File: src/rtl/axis2axi_in_if.sv
// Signal bundle for axis2axi_in: configuration, input stream, status and the
// AXI4 write-address, write-data and write-response channels.
interface axis2axi_in_if #(
  parameter int AXI_ADDR_W = 32,
  parameter int AXI_DATA_W = 32,
  parameter int AXI_LEN_W  = 8,
  parameter int AXI_ID_W   = 1
);
  logic [AXI_ADDR_W-1:0]   config_addr;
  logic [AXI_ADDR_W-1:0]   config_length;
  logic                    config_valid;
  logic                    config_ready;

  logic [AXI_DATA_W-1:0]   axis_data;
  logic                    axis_valid;
  logic                    axis_ready;

  logic                    busy;
  logic                    error;

  logic [AXI_ID_W-1:0]     awid;
  logic [AXI_ADDR_W-1:0]   awaddr;
  logic [AXI_LEN_W-1:0]    awlen;
  logic [2:0]              awsize;
  logic [1:0]              awburst;
  logic [1:0]              awlock;
  logic [3:0]              awcache;
  logic [2:0]              awprot;
  logic [3:0]              awqos;
  logic                    awvalid;
  logic                    awready;

  logic [AXI_DATA_W-1:0]   wdata;
  logic [AXI_DATA_W/8-1:0] wstrb;
  logic                    wlast;
  logic                    wvalid;
  logic                    wready;

  logic [AXI_ID_W-1:0]     bid;
  logic [1:0]              bresp;
  logic                    bvalid;
  logic                    bready;

  modport master (
    input  config_addr, config_length, config_valid,
    output config_ready,
    input  axis_data, axis_valid,
    output axis_ready,
    output busy, error,
    output awid, awaddr, awlen, awsize, awburst, awlock, awcache, awprot, awqos, awvalid,
    input  awready,
    output wdata, wstrb, wlast, wvalid,
    input  wready,
    input  bid, bresp, bvalid,
    output bready
  );

  modport slave (
    output config_addr, config_length, config_valid,
    input  config_ready,
    output axis_data, axis_valid,
    input  axis_ready,
    input  busy, error,
    input  awid, awaddr, awlen, awsize, awburst, awlock, awcache, awprot, awqos, awvalid,
    output awready,
    input  wdata, wstrb, wlast, wvalid,
    output wready,
    output bid, bresp, bvalid,
    input  bready
  );
endinterface

File: src/rtl/axis2axi_in.sv
// Stream-to-AXI4 write bridge: buffers stream words in a small FIFO and writes
// them out as incrementing bursts that never cross a 4 KB boundary.
module axis2axi_in #(
  parameter int AXI_ADDR_W = 32,
  parameter int AXI_DATA_W = 32,
  parameter int AXI_LEN_W  = 8,
  parameter int AXI_ID_W   = 1,
  parameter int BURST_W    = 3
) (
  input  logic          clk_i,
  input  logic          cke_i,
  input  logic          arst_i,
  axis2axi_in_if.master bus
);
  localparam int BURST_SIZE = 1 << BURST_W;
  localparam int DEPTH      = 2 * BURST_SIZE;
  localparam int PTR_W      = BURST_W + 1;
  localparam int LVL_W      = BURST_W + 2;
  localparam logic [AXI_ADDR_W-1:0] BURST_MAX = AXI_ADDR_W'(BURST_SIZE);

  typedef enum logic [2:0] {IDLE, CALC, ADDR, DATA, RESP} state_t;

  state_t                  state, state_next;
  logic [AXI_DATA_W-1:0]   mem [DEPTH];
  logic [PTR_W-1:0]        wr_ptr, rd_ptr;
  logic [LVL_W-1:0]        level;
  logic [AXI_ADDR_W-1:0]   addr, tx_remaining, rx_remaining;
  logic [AXI_LEN_W-1:0]    awlen_q, beat;
  logic                    error_q;
  logic [AXI_ADDR_W-1:0]   page_words, burst_size, burst_words;
  logic                    push, pop, last_beat;
  logic                    unused_bid;

  assign unused_bid  = ^bus.bid;
  assign push        = bus.axis_valid && bus.axis_ready;
  assign pop         = (state == DATA) && bus.wready;
  assign last_beat   = (beat == awlen_q);
  assign burst_words = AXI_ADDR_W'(awlen_q) + AXI_ADDR_W'(1);

  // Words left before the next 4 KB page; narrow address spaces have no page limit.
  generate
    if (AXI_ADDR_W >= 13) begin : g_page
      assign page_words = AXI_ADDR_W'(11'h400 - {1'b0, addr[11:2]});
    end else begin : g_no_page
      assign page_words = BURST_MAX;
    end
  endgenerate

  always_comb begin
    burst_size = tx_remaining;
    if (burst_size > BURST_MAX)  burst_size = BURST_MAX;
    if (burst_size > page_words) burst_size = page_words;
  end

  assign bus.axis_ready = (rx_remaining != '0) && (level != LVL_W'(DEPTH));
  assign bus.busy       = (state != IDLE);
  assign bus.error      = error_q;
  assign bus.awaddr     = addr;
  assign bus.awlen      = awlen_q;
  assign bus.awid       = '0;
  assign bus.awsize     = 3'd2;
  assign bus.awburst    = 2'd1;
  assign bus.awlock     = 2'd0;
  assign bus.awcache    = 4'd2;
  assign bus.awprot     = 3'd2;
  assign bus.awqos      = 4'd0;
  assign bus.wdata      = mem[rd_ptr];
  assign bus.wstrb      = '1;
  assign bus.wlast      = (state == DATA) && last_beat;

  always_comb begin
    state_next       = state;
    bus.config_ready = 1'b0;
    bus.awvalid      = 1'b0;
    bus.wvalid       = 1'b0;
    bus.bready       = 1'b0;
    case (state)
      IDLE: begin
        bus.config_ready = 1'b1;
        if (bus.config_valid && (bus.config_length != '0)) state_next = CALC;
      end
      CALC: if (AXI_ADDR_W'(level) >= burst_size) state_next = ADDR;
      ADDR: begin
        bus.awvalid = 1'b1;
        if (bus.awready) state_next = DATA;
      end
      DATA: begin
        bus.wvalid = 1'b1;
        if (bus.wready && last_beat) state_next = RESP;
      end
      RESP: begin
        bus.bready = 1'b1;
        if (bus.bvalid) state_next = (tx_remaining == burst_words) ? IDLE : CALC;
      end
      default: state_next = IDLE;
    endcase
  end

  always_ff @(posedge clk_i or posedge arst_i) begin
    if (arst_i)     state <= IDLE;
    else if (cke_i) state <= state_next;
  end

  always_ff @(posedge clk_i) begin
    if (cke_i && push) mem[wr_ptr] <= bus.axis_data;
  end

  always_ff @(posedge clk_i or posedge arst_i) begin
    if (arst_i) begin
      wr_ptr <= '0;
      rd_ptr <= '0;
      level  <= '0;
    end else if (cke_i) begin
      if (push) wr_ptr <= wr_ptr + PTR_W'(1);
      if (pop)  rd_ptr <= rd_ptr + PTR_W'(1);
      if (push && !pop)      level <= level + LVL_W'(1);
      else if (pop && !push) level <= level - LVL_W'(1);
    end
  end

  // Receive and transmit counts are tracked separately so the stream can run ahead of AXI.
  always_ff @(posedge clk_i or posedge arst_i) begin
    if (arst_i) begin
      addr         <= '0;
      tx_remaining <= '0;
      rx_remaining <= '0;
      awlen_q      <= '0;
      beat         <= '0;
      error_q      <= 1'b0;
    end else if (cke_i) begin
      if (push) rx_remaining <= rx_remaining - AXI_ADDR_W'(1);
      case (state)
        IDLE: if (bus.config_valid) begin
          addr         <= bus.config_addr;
          tx_remaining <= bus.config_length;
          rx_remaining <= bus.config_length;
          error_q      <= 1'b0;
        end
        CALC: awlen_q <= AXI_LEN_W'(burst_size - AXI_ADDR_W'(1));
        ADDR: beat <= '0;
        DATA: if (bus.wready) beat <= beat + AXI_LEN_W'(1);
        RESP: if (bus.bvalid) begin
          addr         <= addr + (burst_words << 2);
          tx_remaining <= tx_remaining - burst_words;
          if (bus.bresp != 2'b00) error_q <= 1'b1;
        end
        default: ;
      endcase
    end
  end
endmodule

File: src/flat_wrapper.sv
// flat-port wrapper written by rule: the top's interface ports become plain ports
module axis2axi_in_flat 
#(
  parameter int AXI_ADDR_W = 32,
  parameter int AXI_DATA_W = 32,
  parameter int AXI_LEN_W  = 8,
  parameter int AXI_ID_W   = 1,
  parameter int BURST_W    = 3
)
  (clk_i, cke_i, arst_i, bus_config_addr, bus_config_length, bus_config_valid, bus_config_ready, bus_axis_data, bus_axis_valid, bus_axis_ready, bus_busy, bus_error, bus_awid, bus_awaddr, bus_awlen, bus_awsize, bus_awburst, bus_awlock, bus_awcache, bus_awprot, bus_awqos, bus_awvalid, bus_awready, bus_wdata, bus_wstrb, bus_wlast, bus_wvalid, bus_wready, bus_bid, bus_bresp, bus_bvalid, bus_bready);
  axis2axi_in_if #(.AXI_ADDR_W(AXI_ADDR_W), .AXI_DATA_W(AXI_DATA_W), .AXI_LEN_W(AXI_LEN_W), .AXI_ID_W(AXI_ID_W)) bus_i ();
  input  logic clk_i;
  input  logic cke_i;
  input  logic arst_i;
  input wire logic [$bits(bus_i.config_addr)-1:0] bus_config_addr;
  input wire logic [$bits(bus_i.config_length)-1:0] bus_config_length;
  input wire logic [$bits(bus_i.config_valid)-1:0] bus_config_valid;
  output wire logic [$bits(bus_i.config_ready)-1:0] bus_config_ready;
  input wire logic [$bits(bus_i.axis_data)-1:0] bus_axis_data;
  input wire logic [$bits(bus_i.axis_valid)-1:0] bus_axis_valid;
  output wire logic [$bits(bus_i.axis_ready)-1:0] bus_axis_ready;
  output wire logic [$bits(bus_i.busy)-1:0] bus_busy;
  output wire logic [$bits(bus_i.error)-1:0] bus_error;
  output wire logic [$bits(bus_i.awid)-1:0] bus_awid;
  output wire logic [$bits(bus_i.awaddr)-1:0] bus_awaddr;
  output wire logic [$bits(bus_i.awlen)-1:0] bus_awlen;
  output wire logic [$bits(bus_i.awsize)-1:0] bus_awsize;
  output wire logic [$bits(bus_i.awburst)-1:0] bus_awburst;
  output wire logic [$bits(bus_i.awlock)-1:0] bus_awlock;
  output wire logic [$bits(bus_i.awcache)-1:0] bus_awcache;
  output wire logic [$bits(bus_i.awprot)-1:0] bus_awprot;
  output wire logic [$bits(bus_i.awqos)-1:0] bus_awqos;
  output wire logic [$bits(bus_i.awvalid)-1:0] bus_awvalid;
  input wire logic [$bits(bus_i.awready)-1:0] bus_awready;
  output wire logic [$bits(bus_i.wdata)-1:0] bus_wdata;
  output wire logic [$bits(bus_i.wstrb)-1:0] bus_wstrb;
  output wire logic [$bits(bus_i.wlast)-1:0] bus_wlast;
  output wire logic [$bits(bus_i.wvalid)-1:0] bus_wvalid;
  input wire logic [$bits(bus_i.wready)-1:0] bus_wready;
  input wire logic [$bits(bus_i.bid)-1:0] bus_bid;
  input wire logic [$bits(bus_i.bresp)-1:0] bus_bresp;
  input wire logic [$bits(bus_i.bvalid)-1:0] bus_bvalid;
  output wire logic [$bits(bus_i.bready)-1:0] bus_bready;
  assign bus_i.config_addr = bus_config_addr;
  assign bus_i.config_length = bus_config_length;
  assign bus_i.config_valid = bus_config_valid;
  assign bus_config_ready = bus_i.config_ready;
  assign bus_i.axis_data = bus_axis_data;
  assign bus_i.axis_valid = bus_axis_valid;
  assign bus_axis_ready = bus_i.axis_ready;
  assign bus_busy = bus_i.busy;
  assign bus_error = bus_i.error;
  assign bus_awid = bus_i.awid;
  assign bus_awaddr = bus_i.awaddr;
  assign bus_awlen = bus_i.awlen;
  assign bus_awsize = bus_i.awsize;
  assign bus_awburst = bus_i.awburst;
  assign bus_awlock = bus_i.awlock;
  assign bus_awcache = bus_i.awcache;
  assign bus_awprot = bus_i.awprot;
  assign bus_awqos = bus_i.awqos;
  assign bus_awvalid = bus_i.awvalid;
  assign bus_i.awready = bus_awready;
  assign bus_wdata = bus_i.wdata;
  assign bus_wstrb = bus_i.wstrb;
  assign bus_wlast = bus_i.wlast;
  assign bus_wvalid = bus_i.wvalid;
  assign bus_i.wready = bus_wready;
  assign bus_i.bid = bus_bid;
  assign bus_i.bresp = bus_bresp;
  assign bus_i.bvalid = bus_bvalid;
  assign bus_bready = bus_i.bready;
  axis2axi_in #(.AXI_ADDR_W(AXI_ADDR_W), .AXI_DATA_W(AXI_DATA_W), .AXI_LEN_W(AXI_LEN_W), .AXI_ID_W(AXI_ID_W), .BURST_W(BURST_W)) u_core (.clk_i(clk_i), .cke_i(cke_i), .arst_i(arst_i), .bus(bus_i));
endmodule
File: config.mk
export PLATFORM = sky130hd
export DESIGN_NAME = axis2axi_in_flat
export DESIGN_NICKNAME = d
export VERILOG_FILES = /design/src/rtl/axis2axi_in_if.sv /design/src/rtl/axis2axi_in.sv /design/src/flat_wrapper.sv
export SDC_FILE = /design/constraint.sdc
export NUM_CORES = 1
export LEC_CHECK = 0
export BUFFER_PORTS_ARGS = -buffer_cell sky130_fd_sc_hd__buf_2
export CORE_MARGIN = 2
export CORE_UTILIZATION = 60
export CTS_CLUSTER_DIAMETER = 50
export CTS_CLUSTER_SIZE = 25
export DETAILED_ROUTE_END_ITERATION = 6
export GPL_ROUTABILITY_DRIVEN = 0
export PLACE_DENSITY = 0.79
export SKIP_LAST_GASP = 1
export SLEW_MARGIN = 10
export SYNTH_ARGS = -nofsm -noshare
export SYNTH_HDL_FRONTEND = slang
export SYNTH_SLANG_ARGS = --single-unit
File: constraint.sdc
create_clock -name clk_i -period 6.1 [get_ports clk_i]
set_input_delay 0.915 -clock clk_i [delete_from_list [all_inputs] [get_ports clk_i]]
set_output_delay 0.915 -clock clk_i [all_outputs]
set_load 0.02 [all_outputs]
==> results.cfg <==
[yosys]
yosysSeqAreaShare_pct = 64.6
async_flop_share_pct = 20.1
synth_area_sq_um = 28800
ys_types = 77
synthCells = 1931
yosys.area.top_type = edfxtp_1
synth_top_area_share_pct = 53.4
ys_seq_elements = 641
synth_area_leaders = edfxtp_1 53%, mux4_2 13%, dfrtp_1 11%
synth.most_common_cell = edfxtp_1
yosysWarnings = 0
synth_flop_cell = edfxtp_1
synth.avg_cell_area_sq_um = 14.9
synth_edf_count = 512
synth_common_cells = 512 x edfxtp_1, 160 x mux4_2, 139 x nand2_1

[cts]
cts_hold_buffers = 0
cts_tree = yes
cts_buffers = 51
cts_resized = 0
worstSkewPairLatency_ns = 0.61
clk_pin_slew_ns = 0.08
cts_buffer_depth = 3
root_buffer = clkbuf_16
cts.sinks = 641
post_cts_buffers = 0
cts-htree-levels = 2

[setup_path]
r2r_end = u_core.state[1]
r2r-start = u_core.tx_remaining[20]
r2r_cells = 21
crit_chain = or3_4 > nor3_2 > and4_1 > and2_1 > inv_1 > ha_1 > a21oi_1 > o211a_1 > o21ai_0 > a31oi_1 > or4_1 > buf_4 > nor2_1 > a31oi_1 > ha_1 > a21oi_1 > nor3b_1 > o21ai_0 > mux2i_1 > nor2_1 > a221o_1
slowest_delay_ns = 0.59
cp-startpoint = u_core.tx_remaining[20]
reg2reg_setup_slack_ns = 0.66
endpoint_kind = flip-flop
crit_slowest_cell = or4_1
cp_max_fo = 14
crit_arrival_ns = 5.92
required_ns = 6.58
cp-start-kind = flip-flop
path_class = reg -> reg

[place]
pre_cts_slack_ns = 0.805
dp.cells = 2662
dpl.hpwl_microns = 42600
io_buffers = 185
placed_area_sq_um = 30500

[layout]
nNetsFinal = 2256
fin_area_sq_um = 32400
area_growth_pct = 12.5
fill_cells = 3059
seqCellArea_sq_um = 18600
layout-drive-gt1-share_pct = 24.2
utilization_pct = 68.2
multi_input_area_sq_um = 9660
fin_cells = 2758

[power]
power.density_nw_per_um2 = 459
power.total_mw = 14.9
p_clk_share_pct = 24.5
ir_drop_mv = 0.367
p_int_mw = 9.44
p_seq_share_pct = 41.0
switching_share_pct = 36.5
p_switching_mw = 5.43
comb_power_share_pct = 34.5
total_leakage_power_nw = 11.4

[timing]
tightest_slew_ns = 1.16
finalSetupTns_ns = 0
fmax_mhz = 184
fin_crit_sh_pct = 89.2
fin_crit_ns = 5.44
setup_viol = 0
rsz0062_at_grt = no
final.setup.worst_slack_ns = 0.660
whs_ns = 0.478
finalHoldViolations = 0
max-slew-margin-rel_pct = 22.8
maxSlewViolCount = 0
finClkSkew_ns = 0.0169

[floorplan]
dieArea_sq_um = 49800
core_area_sq_um = 47500
die_w_microns = 223
rows = 80
ioPinCount = 210
start_util_pct = 60.6
die_h_microns = 223

[hold_path]
min_path_type = in -> async

[routing]
drc = 0
drtIter0Drc = 2225
wl_per_cell_microns = 25.6
vias = 18391
vias_per_cell = 6.67
wirelength_microns = 70600
drt_pass1_iterations = 7
antenna_left = 0

[global_route]
antenna_found_initial = 6
grt_use_total_pct = 28.6
grt_pass1_vias = 18107
grt_max_degree = 76
grt_overflow_total = 0
grt_pass1_wl_microns = 107000

[status]
status = complete, no violations

[flow_run]
cap_violations = 0
==> cells in the final DEF, fill, tap and decap left out, types with 23 or more instances in the layout <==
cell / instances
edfxtp_1: 512
buf_2: 185
mux4_2: 160
nand2_1: 138
dfrtp_1: 125
nor2_1: 102
a21oi_1: 97
o21ai_0: 75
clkbuf_16: 53
nand3_1: 48
ha_1: 46
inv_1: 45
nor3_1: 44
conb_1: 30
xnor2_1: 28
buf_4: 28
xor2_1: 26
nand4_1: 23
nor4_1: 23
==> metal layers <==
| layer | up-vias | share of wire, % | global-route usage, % | routed length [microns] |
|---|---|---|---|---|
| met3 | 183 | 8.9 | 5.62 | 6310 |
| met2 | 1047 | 50 | 48.4 | 35200 |
| li1 | 7899 | - | - | - |
| met1 | 9250 | 37 | 37.1 | 26400 |
| met5 | - | 0.10 | 0 | 73 |
| met4 | 12 | 3.7 | 11.0 | 2580 |
==> final cells by class <==
cell class | instances | area share [%]
Antenna cell | 1 | 0.00772
Tap cell | 615 | 2.37
Inverter | 48 | 0.564
Timing Repair Buffer | 220 | 3.94
Clock buffer | 53 | 4.09
Multi-Input combinational cell | 1138 | 29.8
Clock inverter | 42 | 1.79
Sequential cell | 641 | 57.4
==> power groups by stage <==
stage	clock [mW]	combinational (mW)	sequential, mW
after floorplan	0	3.82	5.90
after global placement	0	4.91	6.10
after detailed placement	0	5.06	6.15
after CTS	3.70	5.12	6.07
after global routing	3.84	5.54	6.17
final	3.65	5.13	6.09
==> worst max-delay path by stage <==
stage	endpoint	slack (ns)	cells after the start
2_1_floorplan	u_core.state[1]	1.31	22
3_3_place_gp	u_core.state[1]	0.89	21
3_5_place_dp	u_core.state[1]	0.81	21
4_1_cts	u_core.state[1]	0.78	21
5_1_grt	u_core.state[1]	0.24	21
6_report	u_core.state[1]	0.66	21
==> state kept, by name (all words and copies together) (netlist names) <==
name and flops:
u_core.mem 512, u_core.bus.awaddr 32, u_core.rx_remaining 32, u_core.tx_remaining 32, u_core.beat 8, u_core.bus.awlen 8
u_core.level 5, u_core.rd_ptr 4, u_core.wr_ptr 4, u_core.state 3, u_core.bus.error 1
==> cell families after synthesis <==
kind of cell | count (synthesis) | share of synthesized area [%]
compound gates | 346 | 7.66
xor+xnor | 54 | 1.64
fa+ha+maj | 49 | 2.21
buf+inv | 180 | 2.70
flops | 641 | 64.6
mux | 169 | 12.9
other cells | 2 | 0.0261
simple gates | 490 | 8.34
==> critical path, delay by kind of cell, from the launching register on <==
family,cells,cell delay [ns]
and+or+nand+nor,8,2.48
AOI/OAI and AO/OA,8,1.25
adders and majority gates,2,0.66
DFF,1,0.44
buffers and inverters,2,0.33
muxes,1,0.16
Power figures use the tool's default switching activity.
